## src/rtl/addr_stack_arbiter.sv

```systemverilog
// addr_stack_arbiter
// Shares a shallow address stack between NUM_REQ spike-address sources and a
// single consumer. One command per cycle (pop, push-single, push-dual). Pop wins
// over pushes. Pushes are served round-robin. A mirrored occupancy count keeps
// the stack from overflowing or underflowing.
// Optional macro ADDR_ARB_BYPASS_EN: a blocked dual head may be bypassed by a
// fitting single request, at most twice in a row.
module addr_stack_arbiter #(
   parameter int NUM_REQ    = 4,
   parameter int DATA_WIDTH = 16,
   parameter int STACK_SIZE = 3
) (
   input  logic                          clk,
   input  logic                          rst_n,
   input  logic [NUM_REQ-1:0]            req,
   input  logic [NUM_REQ-1:0]            req_dual,
   input  logic [NUM_REQ*DATA_WIDTH-1:0] req_data,
   input  logic                          pop_req,
   input  logic                          stk_wait,
   output logic [NUM_REQ-1:0]            gnt,
   output logic                          stk_en,
   output logic [1:0]                    stk_ctl,
   output logic [DATA_WIDTH-1:0]         stk_data,
   output logic                          pop_ack,
   output logic [1:0]                    occupancy,
   output logic                          busy
);

   localparam int PTR_W = (NUM_REQ > 1) ? $clog2(NUM_REQ) : 1;

   localparam logic [1:0] CTL_POP   = 2'b00;
   localparam logic [1:0] CTL_PUSH1 = 2'b01;
   localparam logic [1:0] CTL_PUSH2 = 2'b11;

   // Next source index in round-robin order, wrapping at NUM_REQ.
   function automatic logic [PTR_W-1:0] next_idx(input logic [PTR_W-1:0] idx);
      return (idx == PTR_W'(NUM_REQ - 1)) ? '0 : idx + 1'b1;
   endfunction

   // First set bit of mask scanning from start; MSB of the result is "found".
   function automatic logic [PTR_W:0] find_first(input logic [NUM_REQ-1:0] mask,
                                                 input logic [PTR_W-1:0]   start);
      logic [PTR_W:0]   res;
      logic [PTR_W-1:0] idx;
      res = '0;
      idx = start;
      for (int k = 0; k < NUM_REQ; k++) begin
         if (mask[idx] && !res[PTR_W]) res = {1'b1, idx};
         idx = next_idx(idx);
      end
      return res;
   endfunction

   logic                  armed;      // low on the first edge after reset release
   logic [PTR_W-1:0]      rr_ptr;
   logic [NUM_REQ-1:0]    eligible;
   logic                  head_found;
   logic [PTR_W-1:0]      head_idx;
   logic                  single_fit;
   logic                  dual_fit;
   logic                  head_fits;
   logic                  grant_fire;
   logic [PTR_W-1:0]      grant_idx;
   logic                  grant_dual;
   logic                  do_push;
   logic [NUM_REQ-1:0]    nxt_gnt;
   logic                  nxt_en;
   logic [1:0]            nxt_ctl;
   logic [DATA_WIDTH-1:0] nxt_data;
   logic                  nxt_ack;
   logic [1:0]            nxt_occ;
   logic [PTR_W-1:0]      nxt_ptr;

`ifdef ADDR_ARB_BYPASS_EN
   logic [1:0]            byp_cnt;
   logic                  byp_found;
   logic [PTR_W-1:0]      byp_idx;
   logic                  byp_take;
`endif

   // A source whose grant is currently showing is not eligible again yet.
   assign eligible = req & ~gnt;
   assign {head_found, head_idx} = find_first(eligible, rr_ptr);

   assign single_fit = occupancy < 2'(STACK_SIZE);
   assign dual_fit   = ({1'b0, occupancy} + 3'd2) <= 3'(STACK_SIZE);
   assign head_fits  = req_dual[head_idx] ? dual_fit : single_fit;

`ifdef ADDR_ARB_BYPASS_EN
   // Only single requests behind the head are bypass candidates.
   assign {byp_found, byp_idx} = find_first(eligible & ~req_dual, next_idx(head_idx));
`endif

   // Pick the push grantee: the round-robin head, or a bypassing single.
   always_comb begin
      // NOTE: every output of a combinational block gets a default first so no latch is inferred.
      grant_fire = 1'b0;
      grant_idx  = head_idx;
`ifdef ADDR_ARB_BYPASS_EN
      byp_take   = 1'b0;
`endif
      if (head_found) begin
         if (head_fits) begin
            grant_fire = 1'b1;
         end
`ifdef ADDR_ARB_BYPASS_EN
         else if (req_dual[head_idx] && byp_cnt < 2'd2 && single_fit && byp_found) begin
            grant_fire = 1'b1;
            grant_idx  = byp_idx;
            byp_take   = 1'b1;
         end
`endif
      end
   end

   assign grant_dual = req_dual[grant_idx];

   // Per-cycle command decision: stall, then pop, then push.
   always_comb begin
      nxt_gnt  = '0;
      nxt_en   = 1'b0;
      nxt_ctl  = CTL_POP;
      nxt_data = '0;
      nxt_ack  = 1'b0;
      nxt_occ  = occupancy;
      nxt_ptr  = rr_ptr;
      do_push  = 1'b0;
      if (armed && !stk_wait) begin
         if (pop_req && occupancy != 2'd0) begin
            nxt_en  = 1'b1;
            nxt_ack = 1'b1;
            nxt_occ = occupancy - 2'd1;
         end else if (grant_fire) begin
            do_push            = 1'b1;
            nxt_gnt[grant_idx] = 1'b1;
            nxt_en             = 1'b1;
            nxt_ctl            = grant_dual ? CTL_PUSH2 : CTL_PUSH1;
            nxt_data           = req_data[int'(grant_idx)*DATA_WIDTH +: DATA_WIDTH];
            nxt_occ            = occupancy + (grant_dual ? 2'd2 : 2'd1);
            nxt_ptr            = next_idx(grant_idx);
         end
      end
   end

   // Register all outputs and arbitration state.
   always_ff @(posedge clk or negedge rst_n) begin
      if (!rst_n) begin
         armed     <= 1'b0;
         rr_ptr    <= '0;
         gnt       <= '0;
         stk_en    <= 1'b0;
         stk_ctl   <= CTL_POP;
         stk_data  <= '0;
         pop_ack   <= 1'b0;
         occupancy <= 2'd0;
         busy      <= 1'b0;
      end else begin
         // NOTE: sequential state uses non-blocking assignments so every register samples pre-edge values.
         armed     <= 1'b1;
         rr_ptr    <= nxt_ptr;
         gnt       <= nxt_gnt;
         stk_en    <= nxt_en;
         stk_ctl   <= nxt_ctl;
         stk_data  <= nxt_data;
         pop_ack   <= nxt_ack;
         occupancy <= nxt_occ;
         busy      <= (nxt_occ != 2'd0) || (|req);
      end
   end

`ifdef ADDR_ARB_BYPASS_EN
   // Count consecutive bypasses; any head grant clears the count.
   always_ff @(posedge clk or negedge rst_n) begin
      if (!rst_n)       byp_cnt <= 2'd0;
      else if (do_push) byp_cnt <= byp_take ? byp_cnt + 2'd1 : 2'd0;
   end
`endif

endmodule

```

## config.mk

```make
export PLATFORM = sky130hd
export DESIGN_NAME = addr_stack_arbiter
export DESIGN_NICKNAME = d
export VERILOG_FILES = /design/src/rtl/addr_stack_arbiter.sv
export SDC_FILE = /design/constraint.sdc
export NUM_CORES = 1
export LEC_CHECK = 0
export BUFFER_PORTS_ARGS = -buffer_cell sky130_fd_sc_hd__buf_2
export CORE_AREA = 4 4 81 83
export CTS_CLUSTER_SIZE = 20
export DETAILED_ROUTE_END_ITERATION = 8
export DIE_AREA = 0 0 85 87
export REMOVE_ABC_BUFFERS = 1
export SYNTH_ARGS = -nofsm -noshare
export SYNTH_HDL_FRONTEND = slang
export SYNTH_SLANG_ARGS = --single-unit
export TNS_END_PERCENT = 5
```

## constraint.sdc

```tcl
create_clock -name clk -period 4.3 [get_ports clk]
set_input_delay 0.215 -clock clk [delete_from_list [all_inputs] [get_ports clk]]
set_output_delay 0.215 -clock clk [all_outputs]
set_load 0.03 [all_outputs]
```

Word level (Yosys, flattened, before mapping)

Cells that the tools add are included.

Register bits after elaboration: 30
Input bits: 76
Output and inout port bits: 27
Word-level logic and storage cells: 89

$add $sub $neg: 7
Order comparisons: 8
Equality and inequality tests: 4
Shift-type cells: 1
Multiplexer cells: 42
Bitwise operators: 3
Reductions and logical operators: 15

Operators by type and width:

| operator            | count |
|---|---|
| $shiftx 64x7->16    | 1 |
| $mux 16             | 3 |
| $mux 2              | 12 |
| $lt 2x3->1 const B  | 5 |
| $mux 1              | 14 |
| $mux 3              | 4 |
| $mux 4              | 3 |
| $bmux 1 s2          | 5 |
| $add 2x1->2 const B | 4 |
| $eq 2x2->1 const B  | 4 |
| $logic_and 1x1->1   | 6 |
| $and 4x4->4         | 1 |
| $logic_not 1->1     | 4 |
| $not 4->4           | 1 |
| $reduce_bool 2->1   | 2 |
| $reduce_or 4->1     | 1 |
| $add 2x2->3 const B | 1 |
| $le 3x2->1 const B  | 1 |
| $reduce_and 3->1    | 1 |
| $add 2x2->2         | 1 |
| $demux 1 s2         | 1 |
| $ge 2x1->1 const B  | 1 |
| $lt 2x2->1 const B  | 1 |
| $sub 2x1->2 const B | 1 |
| other kinds (2)     | 2 |

Longest topological paths before layout

Depth after elaboration: 24
Gate-level depth with buffers: 15

Worst setup path after synthesis

No wires, ideal clock.

Kind: register -> register
From: register rr_ptr[1]
To: register rr_ptr[0]
Library setup time: 0.125 ns
Arrival time: 3.070 ns
Path slack: 1.106 ns
Cell stages (with the launch flop): 13
Path buffers: 1
Period minus slack after synthesis: 3.194 ns
Path through: dfrtp_1 > ha_1 > nor2_8 > nor2_2 > a221o_1 > a211oi_1 > o31ai_1 > a22oi_2 > inv_2 > a221oi_4 > and2_4 > buf_8 > mux2_2

Longest elaborated chain between the ends: 18
Elaborated cells between the ends (all ways): 36

Ends and longest elaborated chain:

| item                                                                 | RTL line | source |
|---|---|---|
| from (decl)                                                          | 55       | `logic [PTR_W-1:0] rr_ptr;` |
| from (signal assigned)                                               | 160      | `rr_ptr <= nxt_ptr;` |
| parallel branches: the longest is 11 deep, another holds $add 2x1->2 | -        |  |
| $mux 3 *                                                             | 48       | `if (mask[idx] && !res[PTR_W]) res = {1'b1, idx};` |
| $bmux 1 s2                                                           | 87       | `assign head_fits = req_dual[head_idx] ? dual_fit : single_fit;` |
| $mux 1 (not written as such)                                         | 87       |  |
| $mux 1                                                               | 87       |  |
| $mux 1                                                               | 103      | `if (head_fits) begin` |
| $mux 1                                                               | 102      | `if (head_found) begin` |
| $reduce_and 3->1 (no line)                                           | -        |  |

Every way passes the cells marked *. The select of a mux whose other input is x is not followed.
A chain may end at the register's enable or synchronous reset.

Worst setup path after layout

From: register rr_ptr[0]
To: register rr_ptr[1]

The elaborated chain is that of the path after synthesis.

==> metrics.md <==
| Metric | Value |
|---|---|
| Most used DFF post-synth | dfrtp_1 |
| Row cnt | 28 |
| Remaining Overflow, GRT | 0 |
| Max cap viols | 0 |
| Worst skew pair latency | 0.28 ns |
| Top Ports | 103 |
| CP endpoint kind | flop |
| Vias in the first global route | 2133 |
| Worst path max stage delay | 0.66 ns |
| Die X | 85 um |
| Buf/Inv on CP | 3 |
| Largest net degree at the start of global routing | 36 |
| Nets | 435 |
| Synth Area per Inst | 8.18 um^2 |
| Yosys cell types | 49 |
| Initial antenna violation count | 0 |
| Clock Path Buffers | 2 |
| Worst-margin pin slew | 0.690 ns |
| Final RePlAce weighted congestion | 0.899 |
| Crit Path Class | reg2reg |
| Synthesis-to-layout area growth | 33.1% |
| Final Critical Period | 3.89 ns |
| Pre-antenna DRT Iters | 4 |
| Final wirelength | 6130 um |
| Yosys warnings | 0 |
| Unrepaired setup endpoints after global routing | no |
| Post-synthesis cell count | 250 |
| Number of CTS-inserted buffers | 5 |
| VDD IR max | 0.000513 V |
| Clock-pin transition on the worst setup and hold timing paths | 0.06 ns |
| DRC Markers | 0 |
| Min-delay worst type | in2reg |
| Register Area | 751 um^2 |
| # fillers | 588 |
| Status | completed |
| Die height | 87 um |
| First-pass GRT wire length | 10000 um |
| Via count | 2118 |
| Pleak | 1.52 nW |
| Die Area | 7400 um^2 |
| Proportion of layout cells with a drive suffix above 1 | 36.2% |
| TNS Setup | 0 ns |
| DR vias/cell | 4.97 |
| # diodes | 0 |
| Rel. slew slack | 54.0% |
| Most used cell, CP | inv_2 |
| Critical Path RT | 4.46 ns |
| Asr flop ratio synth | 100% |
| CP top delay family | compound AO/OA/AOI/OAI gates |
| Initial core utilization | 35.0% |
| Fin util | 46.5% |
| # setup viols final | 0 |
| Register area share after synthesis | 36.7% |
| Clock Skew | 0.00499 ns |
| CTS Sinks | 30 |
| H-tree Lvls | 2 |
| Slowest stage cell, crit path | dfrtp_1 |
| Footprint of the multi-input gates | 1190 um^2 |
| Synth Cell Area | 2050 um^2 |
| CTS root buffer | clkbuf_8 |
| Post-route ant nets | 0 |
| CP Cell Sequence | ha_1, nor2_8, or2_1, a21oi_1, a211oi_4, buf_4, inv_2, a31oi_1, a22oi_2, inv_2, a221oi_4, and2_4, mux2_2 |
| Cell Pwr Density | 947 nW/um^2 |
| Port Buf Inserts | 102 |
| Post-DP HPWL | 4560 um |
| Synth Register Bits | 30 |
| F_max | 0.257 GHz |
| Iteration-0 DRC Markers | 81 |
| Worst EP arrival | 4.05 ns |
| Startpoint types | flop |
| Detailed-route wire length per cell | 14.4 um |
| Overall Global Routing Usage | 16.9% |
| Core ar. | 5850 um^2 |
| CTS tree | yes |
| Crit path max fanout | 19 |
| EDFF count, synth | 0 |
| Final hold slack | 0.201 ns |
| Count of final hold-check violations | 0 |
| Final Max Slew Viols | 0 |
| Tcrit/Tclk final | 90.5% |
==> state kept, by name, indices dropped and copies added, names as in the netlist <==
name       flops
stk_data      16
gnt            4
occupancy      2
rr_ptr         2
stk_ctl        2
armed          1
busy           1
pop_ack        1
stk_en         1
==> stage by stage <==
| stage | total power (W) | setup slack [ns] | cells | cell area, um^2 |
|---|---|---|---|---|
| detailed placement | 0.00230 | 0.482 | 418 | 2600 |
| CTS | 0.00261 | 0.407 | 426 | 2720 |
| global placement | 0.00227 | 0.598 | 418 | 2600 |
| floorplan | 0.00179 | 0.455 | 237 | 1970 |
| finish | 0.00258 | 0.407 | 426 | 2720 |
| global route | 0.00288 | 0.0725 | 426 | 2720 |
==> final cells by class <==
class                           instances  area share [%]
Multi-Input combinational cell        200            43.7
Sequential cell                        30            27.6
Inverter                                7           0.965
Timing Repair Buffer                  107            20.2
Tap cell                               75            3.45
Clock buffer                            6            3.03
Clock inverter                          1            1.10
==> cell usage in the layout (no fill, tap or decap), types with 3 or more instances in the layout <==
cell / count
nand3_1: 34
nor2b_1: 4
buf_2: 102
buf_4: 4
and3_1: 23
clkbuf_8: 6
nor2_1: 7
nand2_1: 69
dfrtp_1: 30
nand2b_1: 4
a21oi_1: 3
ha_1: 8
a31oi_1: 5
inv_1: 5
mux2_2: 3
nor3_1: 3
==> kinds of logic (layout without fill, tap and decap cells) <==
logic type / Yosys count / in the layout / share of synthesized area [%]
fa+ha+maj: 8 / 8 / 4.89
mux: 4 / 4 / 2.14
simple gates: 157 / 157 / 37.9
compound gates: 30 / 30 / 13.0
flops: 30 / 30 / 36.7
buf+inv: 20 / 121 / 5.20
other cells: 1 / 1 / 0.183
==> per-layer routing <==
layer,global-route usage [%],share of wire (%),vias up
met1,21.1,43,968
met3,5.01,8.2,8
met2,28.3,48,72
li1,-,-,1070
met4,4.60,1.5,0
met5,0,0,-
==> path summary, 6_finish.rpt <==
path                                            start                endpoint  slack, ns  cells after the start
worst max register to register  rr_ptr[0]$_DFFE_PN0P_   rr_ptr[1]$_DFFE_PN0P_       0.41                     13
worst min-delay path                           req[1]          busy$_DFF_PN0_       0.20                      3
max in group asynchronous                       rst_n  stk_data[12]$_DFF_PN0_       3.33                      2
worst max-delay path            rr_ptr[0]$_DFFE_PN0P_   rr_ptr[1]$_DFFE_PN0P_       0.41                     13
min in group asynchronous                       rst_n  occupancy[0]$_DFF_PN0_       0.52                      2
worst min register to register        armed$_DFF_PN0_        stk_en$_DFF_PN0_       0.64                      2
==> synth_stat cells, drive strengths merged (2+ instances only) <==
library cell,count,area share [%]
o31ai,2,0.73
o211ai,2,0.73
a21oi,3,0.73
buf,7,2.8
nor2,9,2.6
nand3,34,8.3
clkbuf,6,1.1
nor2b,4,1.2
and2b,2,0.73
and2,2,0.73
o21ai,2,0.49
ha,8,4.9
and3,23,7.0
nand2b,4,1.2
or3,2,0.61
a221o,2,0.98
nand2,69,13
mux2,3,1.7
nor3,3,0.73
a221oi,2,1.7
a211oi,3,1.7
dfrtp,30,37
inv,7,1.3
a31oi,6,2.1
a22oi,2,0.98
==> what timing repair did <==
| item | 4_1_cts | 5_1_grt |
|---|---|---|
| endpoints found under the hold margin | 17 | 0 |
| hold buffers | 1 | 0 |
| resized for setup | 0 | 0 |
| setup buffers | 0 | 0 |
==> report_power, final <==
part / total (W) / internal, W / leakage, nW / switching (W)
clock network: 0.000292 / 0.000185 / 0.0573 / 0.000107
registers: 0.000429 / 0.000366 / 0.397 / 0.0000627
logic: 0.00186 / 0.000657 / 1.06 / 0.00120
total: 0.00258 / 0.00121 / 1.52 / 0.00137
==> worst register-to-register path, stage by stage (launching register included) <==
cell,delay (ns)
dfrtp_1,0.66
ha_1,0.41
nor2_8,0.10
or2_1,0.26
a21oi_1,0.24
a211oi_4,0.10
buf_4,0.18
inv_2,0.28
a31oi_1,0.11
a22oi_2,0.25
inv_2,0.09
a221oi_4,0.41
and2_4,0.33
mux2_2,0.35
Power figures use the tool's default switching activity.
